## src/rtl/radix2_divider_pkg.sv

```systemverilog
// Shared definitions for the iterative radix-2 divider: FSM state encoding and
// counter sizing.
package radix2_divider_pkg;

    typedef enum logic [1:0] {
        IDLE = 2'd0,
        CALC = 2'd1,
        DONE = 2'd2
    } div_state_t;

    localparam int DIV_WIDTH = 32;
    localparam int DIV_CNT_W = $clog2(DIV_WIDTH);

    // Counter width for an arbitrary operand width; the counter only has to
    // hold WIDTH-1.
    function automatic int div_cnt_w(input int width);
        return $clog2(width);
    endfunction

endpackage

```

## src/rtl/radix2_divider_step.sv

```systemverilog
// One restoring-division step: shift in the next dividend bit, trial-subtract
// the divisor, keep the difference if it did not go negative.
module restoring_div_step #(
    parameter int WIDTH = 32
) (
    input  logic [WIDTH:0]   r,
    input  logic [WIDTH-1:0] q,
    input  logic [WIDTH-1:0] divisor,
    output logic [WIDTH:0]   r_next,
    output logic [WIDTH-1:0] q_next
);

    logic [WIDTH:0] w_r_shift;
    logic [WIDTH:0] w_t;
    logic           w_neg;

    assign w_r_shift = {r[WIDTH-1:0], q[WIDTH-1]};
    assign w_t       = w_r_shift - {1'b0, divisor};
    // A set top bit in r would have been shifted out of r', so the true
    // trial difference is non-negative in that case.
    assign w_neg     = w_t[WIDTH] & ~r[WIDTH];

    assign r_next = w_neg ? w_r_shift : w_t;
    assign q_next = {q[WIDTH-2:0], ~w_neg};

endmodule

```

## src/rtl/radix2_divider.sv

```systemverilog
// Iterative unsigned restoring divider, one quotient bit per clock, with
// valid/ready handshakes on both the operand and the result side.
module radix2_divider
    import radix2_divider_pkg::*;
#(
    parameter int WIDTH = DIV_WIDTH
) (
    input  logic             clk,
    input  logic             rst,
    input  logic             in_valid,
    output logic             in_ready,
    input  logic [WIDTH-1:0] dividend,
    input  logic [WIDTH-1:0] divisor,
    output logic             out_valid,
    input  logic             out_ready,
    output logic [WIDTH-1:0] quotient,
    output logic [WIDTH-1:0] remainder,
    output logic             div_by_zero
);

    localparam int CNT_W = div_cnt_w(WIDTH);

    div_state_t       r_state;
    div_state_t       w_state_next;
    logic [CNT_W-1:0] r_cnt;
    logic [WIDTH:0]   r_rem;
    logic [WIDTH-1:0] r_q;
    logic [WIDTH-1:0] r_divisor;
    logic             r_dbz;

    logic             w_accept;
    logic             w_zero;
    logic [WIDTH:0]   w_r_next;
    logic [WIDTH-1:0] w_q_next;

    assign w_accept = in_valid && (r_state == IDLE);
    assign w_zero   = (divisor == '0);

    restoring_div_step #(.WIDTH(WIDTH)) u_step (
        .r       (r_rem),
        .q       (r_q),
        .divisor (r_divisor),
        .r_next  (w_r_next),
        .q_next  (w_q_next)
    );

    always_ff @(posedge clk or posedge rst) begin
        if (rst) r_state <= IDLE;
        else     r_state <= w_state_next;
    end

    always_comb begin
        w_state_next = r_state;
        case (r_state)
            IDLE: if (w_accept) w_state_next = w_zero ? DONE : CALC;
            CALC: if (r_cnt == '0) w_state_next = DONE;
            DONE: if (out_ready) w_state_next = IDLE;
            default: w_state_next = IDLE;
        endcase
    end

    always_ff @(posedge clk or posedge rst) begin
        if (rst) begin
            r_cnt     <= '0;
            r_rem     <= '0;
            r_q       <= '0;
            r_divisor <= '0;
            r_dbz     <= 1'b0;
        end else begin
            case (r_state)
                IDLE: begin
                    if (w_accept) begin
                        if (w_zero) begin
                            r_q   <= '1;
                            r_rem <= {1'b0, dividend};
                            r_dbz <= 1'b1;
                        end else begin
                            r_divisor <= divisor;
                            r_q       <= dividend;
                            r_rem     <= '0;
                            r_cnt     <= CNT_W'(WIDTH - 1);
                            r_dbz     <= 1'b0;
                        end
                    end
                end
                CALC: begin
                    r_rem <= w_r_next;
                    r_q   <= w_q_next;
                    if (r_cnt != '0) r_cnt <= r_cnt - 1'b1;
                end
                default: ;
            endcase
        end
    end

    assign in_ready    = (r_state == IDLE);
    assign out_valid   = (r_state == DONE);
    assign quotient    = r_q;
    assign remainder   = r_rem[WIDTH-1:0];
    assign div_by_zero = r_dbz;

endmodule

```

## config.mk

```make
export PLATFORM = sky130hd
export DESIGN_NAME = radix2_divider
export DESIGN_NICKNAME = d
export VERILOG_FILES = /design/src/rtl/radix2_divider_pkg.sv /design/src/rtl/radix2_divider_step.sv /design/src/rtl/radix2_divider.sv
export SDC_FILE = /design/constraint.sdc
export NUM_CORES = 1
export LEC_CHECK = 0
export CORE_MARGIN = 1
export CORE_UTILIZATION = 30
export DETAILED_ROUTE_END_ITERATION = 12
export PLACE_DENSITY = 0.55
export SLEW_MARGIN = 20
export SYNTH_ARGS = -nofsm -noshare
export SYNTH_HDL_FRONTEND = slang
export SYNTH_HIERARCHICAL = 1
export SYNTH_SLANG_ARGS = --single-unit
```

## constraint.sdc

```tcl
create_clock -name clk -period 7.7 [get_ports clk]
set_clock_uncertainty 0.05 [all_clocks]
set_input_delay 2.31 -clock clk [delete_from_list [all_inputs] [get_ports clk]]
set_output_delay 2.31 -clock clk [all_outputs]
set_load 0.05 [all_outputs]
```

==> results.sh, run 1 <==
export IMPL_status="completed"
export IMPL_r2r_start="quotient[31]"
export IMPL_synth_seq_cells=105
export IMPL_clock_latency_ns=0.36
export IMPL_cp_end_kind="flip-flop"
export IMPL_wire_per_inst_um=18.3
export IMPL_final_setup_viol_count=0
export IMPL_clock_sinks=105
export IMPL_clkTransAtPathRegs_ns=0.08
export IMPL_start_util_pct=30.9
export IMPL_synth_cell_area_mm2=0.00759
export IMPL_critPathArrivalTime_ns=4.69
export IMPL_grt_pass1_wl_mm=36.1
export IMPL_yosysSeqAreaShare_pct=34.6
export IMPL_die_h_um=161
export IMPL_grtUsageTotal_pct=17.6
export IMPL_ioPinCount=135
export IMPL_holdWs_ns=0.452
export IMPL_syn_inst=869
export IMPL_fin_crit_sh_pct=58.3
export IMPL_ctsHtreeMaxLevel=3
export IMPL_critPathBufInv=3
export IMPL_synthMuxAreaShare_pct=6.08
export IMPL_crit_required_ns=7.90
export IMPL_wl_mm=22.6
export IMPL_min_delay_path_class="reg2reg"
export IMPL_dp_hpwl_mm=16.5
export IMPL_critPathKind="in2reg"
export IMPL_cts_tree="built"
export IMPL_vias_per_cell=5.30
export IMPL_fin_cells=1232
export IMPL_slew_headroom_pct=30.9
export IMPL_core_area_mm2=0.0245
export IMPL_critical_path_top_delay_family="buffers and inverters"
export IMPL_path_max_fanout=36
export IMPL_synthFlopType="dfrtp_1"
export IMPL_yosys_area_share_simple_pct=14.6
export IMPL_worstSetupStartpointType="input pin"
export IMPL_path_common_cell="buf_4"
export IMPL_synth_edf_count=0
export IMPL_cp_startpoint="divisor[23]"
export IMPL_slowest_stage="nor4_1"
export IMPL_ys_types=64
export IMPL_place_ws_ns=2.62
export IMPL_die_area_mm2=0.0259
export IMPL_fmax_mhz=223
export IMPL_avgSynthCellArea_um2=8.73
export IMPL_cts_root_buffer="clkbuf_16"
export IMPL_cts_setup_buffers=0
export IMPL_drcViolationCount=0
export IMPL_cap_violations=0
export IMPL_ant_nets=0
export IMPL_layout_setup_ws_ns=3.21
export IMPL_synth_top_family_by_area="compound AO/OA/AOI/OAI gates"
export IMPL_cts_buffer_depth=2
export IMPL_ys_warn_count=6
export IMPL_grt_start_max_net_pins=68
export IMPL_cts_repair_resized=0
export IMPL_drive_above_1_share_pct=9.58
export IMPL_syn_to_final_growth_pct=17.9
export IMPL_slew_violations=0
export IMPL_tns_ns=0
export IMPL_min_period_ns=4.49
export IMPL_finalHoldViolCount=0
export IMPL_place_congestion=0.909
export IMPL_path_cells="clkdlybuf4s50_1, nor4_1, nand4_2, buf_4, o21ai_2, buf_4, mux2_2"
export IMPL_rows=57
export IMPL_cpPeakStageDelay_ns=0.48
export IMPL_drtIter0Drc=487
export IMPL_nets=1005
export IMPL_placed_cells=1216
export IMPL_ff2ff_setup_slack_ns=3.60
export IMPL_cts_buffers=9
export IMPL_holdBufCountCts=0
export IMPL_synth_nets=971
export IMPL_n_antenna_cell=0
export IMPL_first_global_vias=6549
export IMPL_synthAdderAreaFrac_pct=5.70
export IMPL_fp_dieW_um=161
export IMPL_synth_compound_area_share_pct=23.5
export IMPL_overflow=0
export IMPL_async_flop_share_pct=100
export IMPL_synthXorXnorAreaFrac_pct=3.12
export IMPL_port_buffers=134
export IMPL_worstHoldStart="div_by_zero"
export IMPL_rsz0062_at_grt="false"
export IMPL_dr_pass1_iters=6
export IMPL_antenna_found_initial=0
export IMPL_vias=6530
export IMPL_worstMarginPinSlew_ns=1.04
==> sequential cells by signal, indices dropped and copies added, names as in the netlist <==
register and count:
quotient 32, r_rem 33, r_divisor 32, r_state 2, r_cnt 5, div_by_zero 1
==> per-layer routing <==
metal	up-vias	routed length [µm]	global-route usage, %
met5	-	0	0
met4	0	465	5.10
met3	31	1220	3.57
met2	211	11000	29.8
met1	3133	9900	22.6
li1	3155	-	-
==> final timing paths <==
check,cells after the start,endpoint
max in group asynchronous,3,r_divisor[29]
worst min-delay path,2,div_by_zero
worst min register to register,2,div_by_zero
worst max register to register,13,r_rem[3]
worst max-delay path,7,r_divisor[19]
min in group asynchronous,2,quotient[4]
==> cell usage after synthesis (9+ instances only) <==
master / number / share of area [%]
o21ai_0: 57 / 3.8
clkbuf_1: 30 / 1.5
buf_6: 9 / 1.3
nor2_1: 70 / 3.5
a221o_1: 34 / 4.5
o21a_1: 10 / 0.99
buf_2: 12 / 0.79
buf_4: 63 / 6.2
inv_1: 47 / 2.3
ha_1: 33 / 5.4
mux2_2: 41 / 6.1
a21oi_1: 82 / 5.4
o22ai_1: 34 / 2.8
and3_1: 36 / 3.0
xnor2_1: 11 / 1.3
xor2_1: 16 / 1.8
nand2_1: 66 / 3.3
dfrtp_1: 105 / 35
==> area by class of cell <==
class | instances | area, µm²
flip-flops and latches | 105 | 2630
multi-input cells | 599 | 4040
clock inverters | 7 | 76.3
well taps | 324 | 405
clock buffers | 9 | 225
repair buffers | 141 | 1390
inverters | 47 | 179
fillers | 2566 | 15600
==> worst register-to-register path, stage by stage, from the launching register on <==
cell      delay, ns
dfrtp_1        0.47
inv_1          0.09
ha_1           0.17
inv_1          0.06
fa_1           0.43
a211oi_2       0.24
o21bai_1       0.16
o311a_1        0.41
o211ai_2       0.22
a211o_1        0.17
o21a_2         0.83
mux2_2         0.44
nor2_1         0.12
o22ai_1        0.11
==> through the flow <==
stage	area, µm²	util (%)
2_1_floorplan	7590	-
3_3_place_gp	8650	35.2
3_5_place_dp	8650	35.2
4_1_cts	8950	36.5
5_1_grt	8950	36.5
6_report	8950	36.5
==> cells in the final DEF, fill, tap and decap left out, drive strengths merged, types with 2 or more instances in the layout <==
| cell | Yosys | final |
|---|---|---|
| a211oi | 7 | 7 |
| a21boi | 2 | 2 |
| a21o | 7 | 7 |
| a21oi | 83 | 83 |
| a221o | 34 | 34 |
| a31oi | 6 | 6 |
| and2 | 4 | 4 |
| and3 | 36 | 36 |
| and4 | 3 | 3 |
| buf | 87 | 7 |
| clkbuf | 31 | 9 |
| clkdlybuf4s50 | 0 | 134 |
| clkinv | 0 | 2 |
| dfrtp | 105 | 105 |
| ha | 33 | 33 |
| inv | 47 | 50 |
| mux2 | 41 | 41 |
| nand2 | 66 | 66 |
| nand2b | 4 | 4 |
| nand3 | 5 | 5 |
| nand4 | 7 | 7 |
| nor2 | 70 | 70 |
| nor2b | 5 | 5 |
| nor3 | 6 | 6 |
| nor4 | 11 | 11 |
| o2111ai | 2 | 2 |
| o211ai | 4 | 4 |
| o21a | 10 | 10 |
| o21ai | 59 | 59 |
| o21bai | 6 | 6 |
| o22ai | 34 | 34 |
| o31a | 2 | 2 |
| o31ai | 2 | 2 |
| o41ai | 3 | 3 |
| or2 | 3 | 3 |
| xnor2 | 11 | 11 |
| xor2 | 16 | 16 |
==> cell families after synthesis <==
| kind of cell | count (synthesis) |
|---|---|
| DFF | 105 |
| AOI/OAI and AO/OA | 273 |
| and+or+nand+nor | 224 |
| muxes | 41 |
| xor gates and xnor gates | 27 |
| buffers and inverters | 165 |
| adders and majority gates | 34 |
Power of run 1 is left out: the tool's default activity adds up to more than one toggle a clock period on the data nets, which glitch-free logic cannot reach.
==> run 2: changes to the inputs <==
==> constraint.sdc (replaced) <==
create_clock -name clk -period 4.4 [get_ports clk]
set_clock_uncertainty 0.05 [all_clocks]
set_input_delay 1.32 -clock clk [delete_from_list [all_inputs] [get_ports clk]]
set_output_delay 1.32 -clock clk [all_outputs]
set_load 0.05 [all_outputs]
==> run 2 against run 1 <==
- critical path depth up 8
- final area is 0.77% higher
- register-to-register slack got worse by 2.9 ns
- count of clock-buffer cells in the layout did not move
- via count fell by 0.23%
- non-clock buffer count up 4
- global-route usage is 0.36 points higher
- sequential share of layout area down 0.22 points
- routed wire length up 0.71%
- critical path type is now reg2reg
==> results.sh, run 2 (same netlist as run 1, synthesis figures left out) <==
export IMPL_final_util_pct=36.8
export IMPL_wl_mm=22.7
export IMPL_fin_cells=1235
export IMPL_r2r_start="quotient[31]"
export IMPL_crit_required_ns=4.63
export IMPL_critPathBufInv=3
export IMPL_critPathArrivalTime_ns=3.96
export IMPL_worstHoldStart="div_by_zero"
export IMPL_vias=6515
export IMPL_overflow=0
export IMPL_clock_latency_ns=0.36
export IMPL_fin_crit_sh_pct=84.8
export IMPL_slew_headroom_pct=42.1
export IMPL_status="completed"
export IMPL_r2r_cells=15
export IMPL_die_area_mm2=0.0259
export IMPL_path_max_fanout=39
export IMPL_min_period_ns=3.73
export IMPL_place_congestion=0.863
export IMPL_final_common_cell="clkdlybuf4s50_1"
export IMPL_cp_startpoint="quotient[31]"
export IMPL_syn_to_final_growth_pct=18.8
export IMPL_drive_above_1_share_pct=9.77
export IMPL_core_area_mm2=0.0245
export IMPL_cts_setup_buffers=0
export IMPL_grtUsageTotal_pct=18.0
export IMPL_nets=1009
export IMPL_cts_tree="built"
export IMPL_final_cell_mix="clkdlybuf4s50_1, dfrtp_1, a21oi_1"
export IMPL_critical_path_top_delay_family="compound AO/OA/AOI/OAI gates"
export IMPL_wire_per_inst_um=18.4
export IMPL_fp_dieW_um=161
export IMPL_dr_pass1_iters=5
export IMPL_min_delay_path_class="reg2reg"
export IMPL_largest_reg_flops=33
export IMPL_dp_hpwl_mm=16.8
export IMPL_placed_cells=1220
export IMPL_first_global_vias=6539
export IMPL_fmax_mhz=268
export IMPL_cts_repair_resized=0
export IMPL_cpPeakStageDelay_ns=0.62
export IMPL_hold_depth=2
export IMPL_vias_per_cell=5.28
export IMPL_n_antenna_cell=0
export IMPL_critPathKind="reg2reg"
export IMPL_drtIter0Drc=398
export IMPL_cts_buffer_depth=2
export IMPL_fin_area_mm2=0.00902
export IMPL_worstSetupStartpointType="flip-flop"
export IMPL_ff2ff_setup_slack_ns=0.67
export IMPL_top_register="r_rem"
export IMPL_grt_pass1_wl_mm=36.6
export IMPL_drcViolationCount=0
export IMPL_grt_start_max_net_pins=67
export IMPL_r2r_end="r_rem[25]"
export IMPL_holdBufCountCts=0
export IMPL_antenna_found_initial=0
export IMPL_ioPinCount=135
export IMPL_fillCellCount=2526
export IMPL_final_setup_viol_count=0
export IMPL_worstMarginPinSlew_ns=0.867
export IMPL_rows=57
export IMPL_ant_nets=0
export IMPL_tns_ns=0
export IMPL_port_buffers=134
export IMPL_die_h_um=161
export IMPL_clock_sinks=105
export IMPL_slew_violations=0
export IMPL_placed_area_mm2=0.00870
export IMPL_cts_root_buffer="clkbuf_16"
export IMPL_start_util_pct=30.9
export IMPL_finalHoldViolCount=0
export IMPL_worst_hold_path_endpoint="div_by_zero"
export IMPL_ctsHtreeMaxLevel=3
export IMPL_cts_buffers=9
export IMPL_cap_violations=0
export IMPL_clkTransAtPathRegs_ns=0.08
export IMPL_slowest_stage="o21a_2"
export IMPL_rsz0062_at_grt="false"
export IMPL_cp_end_kind="flip-flop"
export IMPL_path_cells="inv_1, ha_1, inv_1, fa_1, a211oi_2, o21bai_1, o311a_1, o211ai_2, a211o_1, o21a_2, buf_4, nor2_1, a21oi_1, nor2_1, o22ai_1"
## run 2: stage by stage
step	setup WS, ns	hold slack (ns)
4_1_cts	0.701	0.445
2_1_floorplan	0.269	0.414
5_1_grt	0.337	0.464
3_3_place_gp	0.493	0.420
3_5_place_dp	0.440	0.414
6_report	0.668	0.434
## run 2: how the worst max path moves through the flow
| stage | cells after the start | end | slack [ns] |
|---|---|---|---|
| 6_report | 15 | r_rem[25] | 0.67 |
| 5_1_grt | 15 | r_rem[25] | 0.34 |
| 4_1_cts | 15 | r_rem[25] | 0.70 |
| 3_5_place_dp | 6 | r_cnt[0] | 0.44 |
| 3_3_place_gp | 6 | r_cnt[0] | 0.49 |
| 2_1_floorplan | 1 | div_by_zero | 0.27 |
## run 2: worst reg2reg max path, stage by stage, from the launching register on
cell      delay (ns)
dfrtp_1         0.42
inv_1           0.07
ha_1            0.15
inv_1           0.05
fa_1            0.42
a211oi_2        0.23
o21bai_1        0.15
o311a_1         0.41
o211ai_2        0.20
a211o_1         0.16
o21a_2          0.62
buf_4           0.34
nor2_1          0.06
a21oi_1         0.12
nor2_1          0.07
o22ai_1         0.14
## run 2: metal layers
layer / global-route usage [%] / up-vias / part of all wire (%)
met5: 0 / - / 0
met4: 4.59 / 0 / 1.7
met1: 24.0 / 3144 / 46
li1: - / 3165 / -
met3: 3.29 / 22 / 4.7
met2: 29.7 / 184 / 48
## run 2: layout make-up
cell class / instances / area (µm²) / share of cell area, %
multi-input cells: 599 / 4040 / 44.8
flip-flops and latches: 105 / 2630 / 29.1
repair buffers: 145 / 1450 / 16.1
well taps: 324 / 405 / 4.50
clock buffers: 9 / 225 / 2.50
inverters: 47 / 179 / 1.98
clock inverters: 6 / 91.3 / 1.01
Power of run 2 is left out for the same reason.
